### config.mk
export PLATFORM = sky130hd
export DESIGN_NAME = pc_fetch_unit
export DESIGN_NICKNAME = d
export VERILOG_FILES = /design/src/rtl/cpu_pkg.sv /design/src/rtl/next_pc_calc.sv /design/src/rtl/pc_fetch_unit.sv
export SDC_FILE = /design/constraint.sdc
export NUM_CORES = 1
export LEC_CHECK = 0
export ABC_AREA = 1
export CORE_MARGIN = 5
export CORE_UTILIZATION = 40
export CTS_CLUSTER_SIZE = 14
export DETAILED_ROUTE_END_ITERATION = 6
export PLACE_DENSITY_LB_ADDON = 0.12
export SYNTH_ARGS = -nofsm -noshare
export SYNTH_HDL_FRONTEND = slang
export SYNTH_SLANG_ARGS = --single-unit
### constraint.sdc
create_clock -name clk -period 8 [get_ports clk]
set_clock_uncertainty 0.2 [all_clocks]
set_input_delay 1.6 -clock clk [delete_from_list [all_inputs] [get_ports clk]]
set_output_delay 1.6 -clock clk [all_outputs]
set_load 0.02 [all_outputs]
### src/rtl/cpu_pkg.sv
// Shared definitions for the MIPS fetch front end: the fetch FSM state
// encoding, datapath widths, and the branch offset helper.
package cpu_pkg;

  localparam int WORD_W  = 32;
  localparam int IMM_W   = 16;
  localparam int JADDR_W = 26;

  typedef enum logic [1:0] {
    S_REQ   = 2'd0,
    S_WAIT  = 2'd1,
    S_ISSUE = 2'd2
  } fetch_state_t;

  // A branch immediate counts words; sign-extend it and scale it to a byte offset.
  function automatic logic [WORD_W-1:0] branch_offset(input logic [IMM_W-1:0] imm);
    return {{(WORD_W - IMM_W - 2){imm[IMM_W-1]}}, imm, 2'b00};
  endfunction

endpackage

### src/rtl/next_pc_calc.sv
// Combinational next-PC selection. Jump has top priority, then a taken
// conditional branch (PCSrc = branch & zero), then sequential fall-through.
// All additions wrap modulo 2^32.
module next_pc_calc
  import cpu_pkg::*;
(
  input  logic [WORD_W-1:0]  pc,
  input  logic               jump,
  input  logic               branch,
  input  logic               zero,
  input  logic [IMM_W-1:0]   imm,
  input  logic [JADDR_W-1:0] jump_addr,
  output logic [WORD_W-1:0]  next_pc,
  output logic [WORD_W-1:0]  pc_plus4
);

  logic pcsrc;

  assign pc_plus4 = pc + 32'd4;
  assign pcsrc    = branch & zero;

  // Jump keeps the upper nibble of pc+4; a branch is relative to pc+4.
  always_comb begin
    next_pc = pc_plus4;
    if (jump) begin
      next_pc = {pc_plus4[WORD_W-1:WORD_W-4], jump_addr, 2'b00};
    end else if (pcsrc) begin
      next_pc = pc_plus4 + branch_offset(imm);
    end
  end

endmodule

### src/rtl/pc_fetch_unit.sv
// Sequential fetch front end of the MIPS core. Holds the PC, issues one
// instruction-memory request at a time, holds the returned instruction for
// execute, and on its acknowledge consumes the branch/jump outcome to pick
// the next PC. Optional statistics counters are built when the macro
// FETCH_STATS_EN is defined.
module pc_fetch_unit
  import cpu_pkg::*;
#(
  parameter logic [WORD_W-1:0] RESET_VECTOR = 32'h0000_0000
`ifdef FETCH_STATS_EN
  , parameter int CNT_W = 16
`endif
) (
  input  logic               clk,
  input  logic               reset,
  output logic               imem_req_valid,
  input  logic               imem_req_ready,
  output logic [WORD_W-1:0]  imem_addr,
  input  logic               imem_rsp_valid,
  input  logic [WORD_W-1:0]  imem_rsp_data,
  output logic [WORD_W-1:0]  instr_out,
  output logic               instr_valid,
  input  logic               instr_ack,
  input  logic               branch_in,
  input  logic               zero_in,
  input  logic               jump_in,
  input  logic [IMM_W-1:0]   imm_in,
  input  logic [JADDR_W-1:0] jump_addr_in,
  output logic [WORD_W-1:0]  pc_out,
  output logic [WORD_W-1:0]  pc_plus4_out
`ifdef FETCH_STATS_EN
  , output logic [CNT_W-1:0] fetch_cnt
  , output logic [CNT_W-1:0] taken_cnt
  , output logic [CNT_W-1:0] jump_cnt
`endif
);

  fetch_state_t      state_q, state_d;
  logic [WORD_W-1:0] pc_q, pc_d;
  logic [WORD_W-1:0] instr_q, instr_d;
  logic              instr_valid_q, instr_valid_d;
  logic              req_valid_q, req_valid_d;
  logic [WORD_W-1:0] next_pc;
  logic [WORD_W-1:0] pc_plus4;
  logic              req_fire;
  logic              ack_fire;

  next_pc_calc u_next_pc_calc (
    .pc        (pc_q),
    .jump      (jump_in),
    .branch    (branch_in),
    .zero      (zero_in),
    .imm       (imm_in),
    .jump_addr (jump_addr_in),
    .next_pc   (next_pc),
    .pc_plus4  (pc_plus4)
  );

  // A request only counts once it has actually been presented, so the
  // first cycle out of reset can never be mistaken for an accepted fetch.
  assign req_fire = (state_q == S_REQ) && req_valid_q && imem_req_ready;
  assign ack_fire = (state_q == S_ISSUE) && instr_ack;

  // Fetch FSM: request, wait for the response, hold until execute acks.
  always_comb begin
    state_d       = state_q;
    pc_d          = pc_q;
    instr_d       = instr_q;
    instr_valid_d = instr_valid_q;
    req_valid_d   = req_valid_q;
    case (state_q)
      S_REQ: begin
        req_valid_d = 1'b1;
        if (req_fire) begin
          req_valid_d = 1'b0;
          state_d     = S_WAIT;
        end
      end
      S_WAIT: begin
        if (imem_rsp_valid) begin
          instr_d       = imem_rsp_data;
          instr_valid_d = 1'b1;
          state_d       = S_ISSUE;
        end
      end
      S_ISSUE: begin
        if (ack_fire) begin
          pc_d          = next_pc;
          instr_valid_d = 1'b0;
          req_valid_d   = 1'b1;
          state_d       = S_REQ;
        end
      end
      default: begin
        state_d       = S_REQ;
        instr_valid_d = 1'b0;
        req_valid_d   = 1'b0;
      end
    endcase
  end

  // State and datapath registers; reset parks the unit at the reset vector.
  always_ff @(posedge clk) begin
    if (reset) begin
      state_q       <= S_REQ;
      pc_q          <= RESET_VECTOR;
      instr_q       <= '0;
      instr_valid_q <= 1'b0;
      req_valid_q   <= 1'b0;
    end else begin
      state_q       <= state_d;
      pc_q          <= pc_d;
      instr_q       <= instr_d;
      instr_valid_q <= instr_valid_d;
      req_valid_q   <= req_valid_d;
    end
  end

  assign imem_req_valid = req_valid_q;
  assign imem_addr      = pc_q;
  assign instr_out      = instr_q;
  assign instr_valid    = instr_valid_q;
  assign pc_out         = pc_q;
  assign pc_plus4_out   = pc_plus4;

`ifdef FETCH_STATS_EN
  logic [CNT_W-1:0] fetch_cnt_q, fetch_cnt_d;
  logic [CNT_W-1:0] taken_cnt_q, taken_cnt_d;
  logic [CNT_W-1:0] jump_cnt_q, jump_cnt_d;
  logic             taken_fire;
  logic             jump_fire;

  // A branch only counts as taken when it actually steered the PC, so a
  // jump that overrides a taken branch is counted as a jump alone.
  assign taken_fire = ack_fire && branch_in && zero_in && !jump_in;
  assign jump_fire  = ack_fire && jump_in;

  // Saturating event counters.
  always_comb begin
    fetch_cnt_d = fetch_cnt_q;
    taken_cnt_d = taken_cnt_q;
    jump_cnt_d  = jump_cnt_q;
    if (req_fire && (fetch_cnt_q != '1)) begin
      fetch_cnt_d = fetch_cnt_q + CNT_W'(1);
    end
    if (taken_fire && (taken_cnt_q != '1)) begin
      taken_cnt_d = taken_cnt_q + CNT_W'(1);
    end
    if (jump_fire && (jump_cnt_q != '1)) begin
      jump_cnt_d = jump_cnt_q + CNT_W'(1);
    end
  end

  // Counter registers, cleared with the rest of the unit.
  always_ff @(posedge clk) begin
    if (reset) begin
      fetch_cnt_q <= '0;
      taken_cnt_q <= '0;
      jump_cnt_q  <= '0;
    end else begin
      fetch_cnt_q <= fetch_cnt_d;
      taken_cnt_q <= taken_cnt_d;
      jump_cnt_q  <= jump_cnt_d;
    end
  end

  assign fetch_cnt = fetch_cnt_q;
  assign taken_cnt = taken_cnt_q;
  assign jump_cnt  = jump_cnt_q;
`endif

endmodule
==> flow_summary.json, run 1 <==
{
  "run_status": "complete, no violations",
  "pwr-share-clk_pct": 42.5,
  "ant_nets": 0,
  "vias_per_cell": 5.003,
  "cts.sinks": 66,
  "period_share_pct": 56.51,
  "cp_max_fo": 8,
  "fillerInstances": 1644,
  "clock_latency_ns": 0.33,
  "core_mm2": 0.01583,
  "swShare_pct": 28.23,
  "p_int_mw": 0.6669,
  "p_comb_share_pct": 20.5,
  "vias": 7389,
  "worstPathRequired_ns": 6.20,
  "startpoint_type": "flip-flop",
  "ys_warn_count": 0,
  "endpoint_kind": "output pin",
  "p_per_area_mw_per_mm2": 106.8,
  "dr_wl_met2_mm": 10.88,
  "numCtsBuffers": 9,
  "die_x_um": 136.6,
  "hold_buffers": 0,
  "yosysSeqAreaShare_pct": 20.60,
  "dp_cells": 1462,
  "grt_pass1_vias": 6922,
  "grtUsageTotal_pct": 24.82,
  "totalWireLength_mm": 23.49,
  "critical_path_class": "reg -> out",
  "top_layer": "met4",
  "seq_area_mm2": 0.001321,
  "fmaxAchievable_mhz": 221.2,
  "peakVddDrop_mv": 0.1031,
  "layout.cells.non_filler": 1477,
  "synth_cell_types": 43,
  "die-height_um": 136.6,
  "cts_max_path_buffers": 2,
  "area_growth_pct": 35.62,
  "portBuffers": 205,
  "syn_inst": 1097,
  "dieArea_mm2": 0.01867,
  "cts_tree": "yes",
  "dr_wl_met3_mm": 1.881,
  "post_cts_buffers": 0,
  "rsz0062_at_grt": "false",
  "num_rows": 46,
  "hold_viol": 0,
  "cts-htree-levels": 3,
  "synthFlopType": "dfxtp_1",
  "leakage_nw": 4.038,
  "drive_above_1_share_pct": 5.313,
  "syn_avg_cell_area_um2": 5.847,
  "synth-seq-cells": 66,
  "p_switching_mw": 0.2623,
  "clkTransAtPathRegs_ns": 0.06,
  "grt-ovfl-total": 0,
  "fin_util_pct": 54.96,
  "cts_root_buf": "clkbuf_16",
  "grt_pass1_wl_mm": 36.61,
  "crit_arrival_ns": 2.72,
  "setup_violations": 0,
  "grt_max_degree": 59,
  "wirelength_met1_mm": 10.43,
  "period_needed_ns": 4.521,
  "final_nets": 1376,
  "cts-resized-gates": 0,
  "synthArstFlopShare_pct": 0,
  "syn_area_mm2": 0.006414,
  "worst_pin_slew_ns": 0.9248,
  "drtIter0Drc": 517,
  "post-dp-hpwl_mm": 18.56,
  "initial_utilization_pct": 40.52,
  "min_path_type": "reg -> reg",
  "place.gp.congestion": 0.9068,
  "io-pin-count": 212,
  "synth_edf_count": 0,
  "drv_cap": 0,
  "multiInputGateArea_mm2": 0.004165,
  "final.setup.tns_ns": 0,
  "relSlewSlack_pct": 38.15,
  "antennaDiodeCount": 0,
  "grt_antenna_before_repair": 0,
  "route.detailed.drc": 0,
  "slew_viol_final": 0,
  "dr.pass1.iters": 5,
  "power_mw": 0.9292,
  "seqPwrFrac_pct": 36.9,
  "wl_per_cell_um": 15.91
}
Yosys cell counts (all sizes together) (2+ instances only):
library cell,instances,area share (%)
a21oi,97,7.9
nor3,12,1.1
or2,5,0.49
nand3,106,8.5
buf,41,4.7
o21ai,25,2.0
and2,9,0.88
nand4,14,1.4
o221ai,2,0.27
nor2,101,7.1
xor2,13,2.0
ha,36,7.0
xnor2,6,0.94
o211ai,3,0.35
nand2,368,22
a31oi,2,0.20
clkbuf,26,1.5
dfxtp,66,21
o21bai,10,1.3
nand3b,2,0.23
inv,148,8.7
sequential cells by signal, indices dropped and copies added, names as in the netlist:
| signal | count |
|---|---|
| instr_out | 32 |
| imem_addr | 30 |
| state_q | 2 |
| imem_req_valid | 1 |
| instr_valid | 1 |
layout by cell type, fill, tap and decap left out, drive strengths merged:
master         Yosys  layout
bufinv             0       1
conb               1       6
o211ai             3       3
inv              148     148
and3               1       1
buf               41       7
a31oi              2       2
o221ai             2       2
a21o               1       1
a21oi             97      97
xnor2              6       6
clkinv             0       2
ha                36      36
dfxtp             66      66
nor3              12      12
nand3            106     106
clkinvlp           0       2
and2               9       9
o21ai             25      25
fa                 1       1
or2                5       5
a211oi             1       1
nand2            368     368
nand3b             2       2
o21bai            10      10
clkbuf            26      10
nand4             14      14
clkdlybuf4s50      0     204
xor2              13      13
nor2             101     101
cell type report:
cell class	count	area share, %
tap	216	3.107
inverter	148	6.387
timing repair buffer	211	24.05
multi-input combinational	821	47.89
sequential	66	15.19
clock inverter	5	0.6329
clock buffer	10	2.747
worst max-delay path, cell delays in order (launching register included):
cell,delay [ns]
dfxtp_1,0.52
ha_1,0.26
nand3_2,0.14
inv_2,0.14
nand2_4,0.09
nor2_8,0.17
nand2_2,0.09
o21bai_2,0.14
nand2_1,0.12
inv_1,0.11
clkdlybuf4s50_1,0.61
power groups by stage:
stage	Sequential, mW	Combinational, mW	Clock (mW)
3_5_place_dp	0.350	0.190	0
2_1_floorplan	0.357	0.0964	0
6_report	0.343	0.191	0.395
4_1_cts	0.343	0.191	0.403
3_3_place_gp	0.350	0.190	0
5_1_grt	0.344	0.209	0.418
logic make-up after synthesis:
family | count (synthesis) | synth area share [%]
xor gates and xnor gates | 19 | 2.946
and+or+nand+nor | 618 | 42.04
buffers and inverters | 215 | 14.87
other | 1 | 0.05847
DFF | 66 | 20.60
AOI/OAI and AO/OA | 141 | 12.15
adders and majority gates | 37 | 7.335
layer usage:
layer | up-vias | track usage (%)
met4 | 0 | 4.479
met3 | 23 | 5.699
met1 | 3329 | 33.51
met5 | - | 0
met2 | 279 | 40.88
li1 | 3758 | -
worst paths after layout:
path	from	end	slack (ns)	depth (start not counted)
hold reg to reg	instr_out[9]	instr_out[9]	0.26	2
setup / recovery	imem_addr[2]	pc_plus4_out[28]	3.48	10
hold / removal	instr_out[9]	instr_out[9]	0.26	2
setup reg to reg	imem_addr[2]	imem_addr[29]	4.28	18
per-stage QoR:
step	hold slack, ns	worst slack (ns)	cell area (µm²)
after floorplan	0.3408	4.519	6432
after CTS	0.2627	3.463	8698
after global placement	0.2480	3.274	8404
after detailed placement	0.2539	3.292	8404
final	0.2579	3.479	8698
after global routing	0.2786	3.269	8698
Note: power is estimated with default switching activity, not from simulation.
==> run 2, diff against run 1 <==
Clock period 8 ns to 4.55 ns, I/O delays scaled along.
==> run 2 against run 1 <==
  * The run now ends with design-rule violations left
  * Power increased by 88%
  * Setup slack lost 2.7 ns
  * Register-to-register slack worse by 3.4 ns
  * Design area rose by 0.98%
  * Largest power group unchanged
  * Sequential power rose by 76%
  * Non-clock buffer count is 5 higher
  * Global-route usage hardly changed
  * Critical endpoint is now pc_plus4_out[22]
  * Routed wire length up 1.0%
  * Largest cell class unchanged
  * Flip-flop and latch count unchanged
  * Clock-buffer cell count down 1
  * Via count increased by 1.2%
  * Critical path depth fell by 1
==> flow_summary.json, run 2 (synthesis gave the netlist of run 1 again) <==
{
  "run_status": "complete, but fails checks",
  "violations": "design-rule violations",
  "grtUsageTotal_pct": 24.82,
  "cts_tree": "yes",
  "area_growth_pct": 36.95,
  "endpoint": "pc_plus4_out[22]",
  "core_mm2": 0.01583,
  "initial_utilization_pct": 40.52,
  "worstReg2RegStart": "imem_addr[2]",
  "cts_root_buf": "clkbuf_16",
  "die_x_um": 136.6,
  "drtIter0Drc": 686,
  "critical_path_class": "reg -> out",
  "p_per_area_mw_per_mm2": 199.2,
  "totalWireLength_mm": 23.74,
  "die-height_um": 136.6,
  "num_rows": 46,
  "ant_nets": 0,
  "layout_commonest_cell": "nand2_1",
  "worst_pin_slew_ns": 0.7253,
  "slew_viol_final": 0,
  "crit_arrival_ns": 2.70,
  "period_needed_ns": 3.812,
  "endpoint_kind": "output pin",
  "setup_violations": 0,
  "fin_util_pct": 55.49,
  "hold_buffers": 0,
  "period_share_pct": 83.79,
  "r2r_end": "imem_addr[24]",
  "drv_cap": 0,
  "numCtsBuffers": 9,
  "io-pin-count": 212,
  "cts_max_path_buffers": 2,
  "rsz0062_at_grt": "false",
  "grt-ovfl-total": 0,
  "drive_above_1_share_pct": 5.762,
  "grt_pass1_vias": 6859,
  "clkTransAtPathRegs_ns": 0.06,
  "route.detailed.drc": 14,
  "cts-htree-levels": 3,
  "min_path_type": "reg -> reg",
  "dr.pass1.iters": 7,
  "rr_worst_depth": 20,
  "crit_start": "imem_addr[2]",
  "grt_antenna_before_repair": 1,
  "place.gp.congestion": 0.9441,
  "multiInputGateArea_mm2": 0.004165,
  "antennaDiodeCount": 0,
  "fillerInstances": 1591,
  "seq_area_mm2": 0.001321,
  "peakVddDrop_mv": 0.2196,
  "cp_max_fo": 7,
  "final_nets": 1381,
  "post-dp-hpwl_mm": 18.83,
  "vias_per_cell": 5.043,
  "final_cell_mix": "nand2_1, clkdlybuf4s50_1, inv_1",
  "grt_pass1_wl_mm": 36.39,
  "wl_per_cell_um": 16.01,
  "hold_viol": 0,
  "portBuffers": 205,
  "vias": 7479,
  "post_cts_buffers": 0,
  "leakage_nw": 4.088,
  "relSlewSlack_pct": 51.59,
  "final.setup.tns_ns": 0,
  "dieArea_mm2": 0.01867,
  "cts.sinks": 66,
  "clock_latency_ns": 0.33,
  "startpoint_type": "flip-flop",
  "grt_max_degree": 49,
  "reg2reg_setup_slack_ns": 0.88,
  "cts-resized-gates": 0,
  "whs_ns": 0.2593,
  "worstPathRequired_ns": 3.44,
  "fmaxAchievable_mhz": 262.3,
  "largest_reg_flops": 32
}
-- run 2: changes by cell type in the layout (fill, tap and decap cells not counted), sizes merged --
cell	delta
clkbuf	-1
clkinvlp	-1
bufinv	+2
buf	+5
inv	+1
-- run 2: metrics by stage --
stage,cell area (µm²),cells,power [mW],setup WS (ns)
after floorplan,6432,1102,0.7966,1.332
after global placement,8442,1467,0.9532,0.8611
after detailed placement,8442,1467,0.9523,0.8791
after CTS,8783,1483,1.757,0.7419
after global routing,8783,1483,1.824,0.6294
final,8783,1483,1.749,0.7376
-- run 2: worst min-delay path by stage --
stage / startpoint / endpoint / slack, ns / cells past startpoint
floorplan: instr_out[24] / instr_out[24] / 0.34 / 2
detailed placement: instr_out[7] / instr_out[7] / 0.25 / 2
CTS: instr_out[7] / instr_out[7] / 0.26 / 2
finish: instr_out[7] / instr_out[7] / 0.26 / 2
global route: instr_out[7] / instr_out[7] / 0.28 / 2
global placement: instr_out[24] / instr_out[24] / 0.25 / 2
-- run 2: metal layers --
metal / global-route usage [%] / wire length [µm] / vias up
met3: 5.882 / 2092 / 28
met2: 39.18 / 10890 / 342
met5: 0 / 11 / -
li1: - / - / 3769
met4: 5.879 / 415 / 2
met1: 34.23 / 10320 / 3338
-- run 2: critical path: stages (launching register included) --
cell	delay (ns)
dfxtp_1	0.49
ha_1	0.26
nand3_2	0.14
inv_2	0.14
nand2_1	0.09
nor2_2	0.15
nand4_1	0.11
xor2_1	0.18
inv_1	0.17
clkdlybuf4s50_1	0.63
-- run 2: cell type report --
cell class / instances / area share, %
flip-flops and latches: 66 / 15.04
inverters: 148 / 6.325
multi-input cells: 821 / 47.42
clock buffers: 9 / 2.564
well taps: 216 / 3.077
repair buffers: 216 / 24.24
clock inverters: 7 / 1.325
-- run 2: where the power goes --
group          switching [mW]  internal, mW  leakage [nW]
Sequential             0.0124         0.591         0.533
Combinational           0.188         0.151          3.39
Clock                   0.272         0.535         0.166
Total                   0.473          1.28          4.09
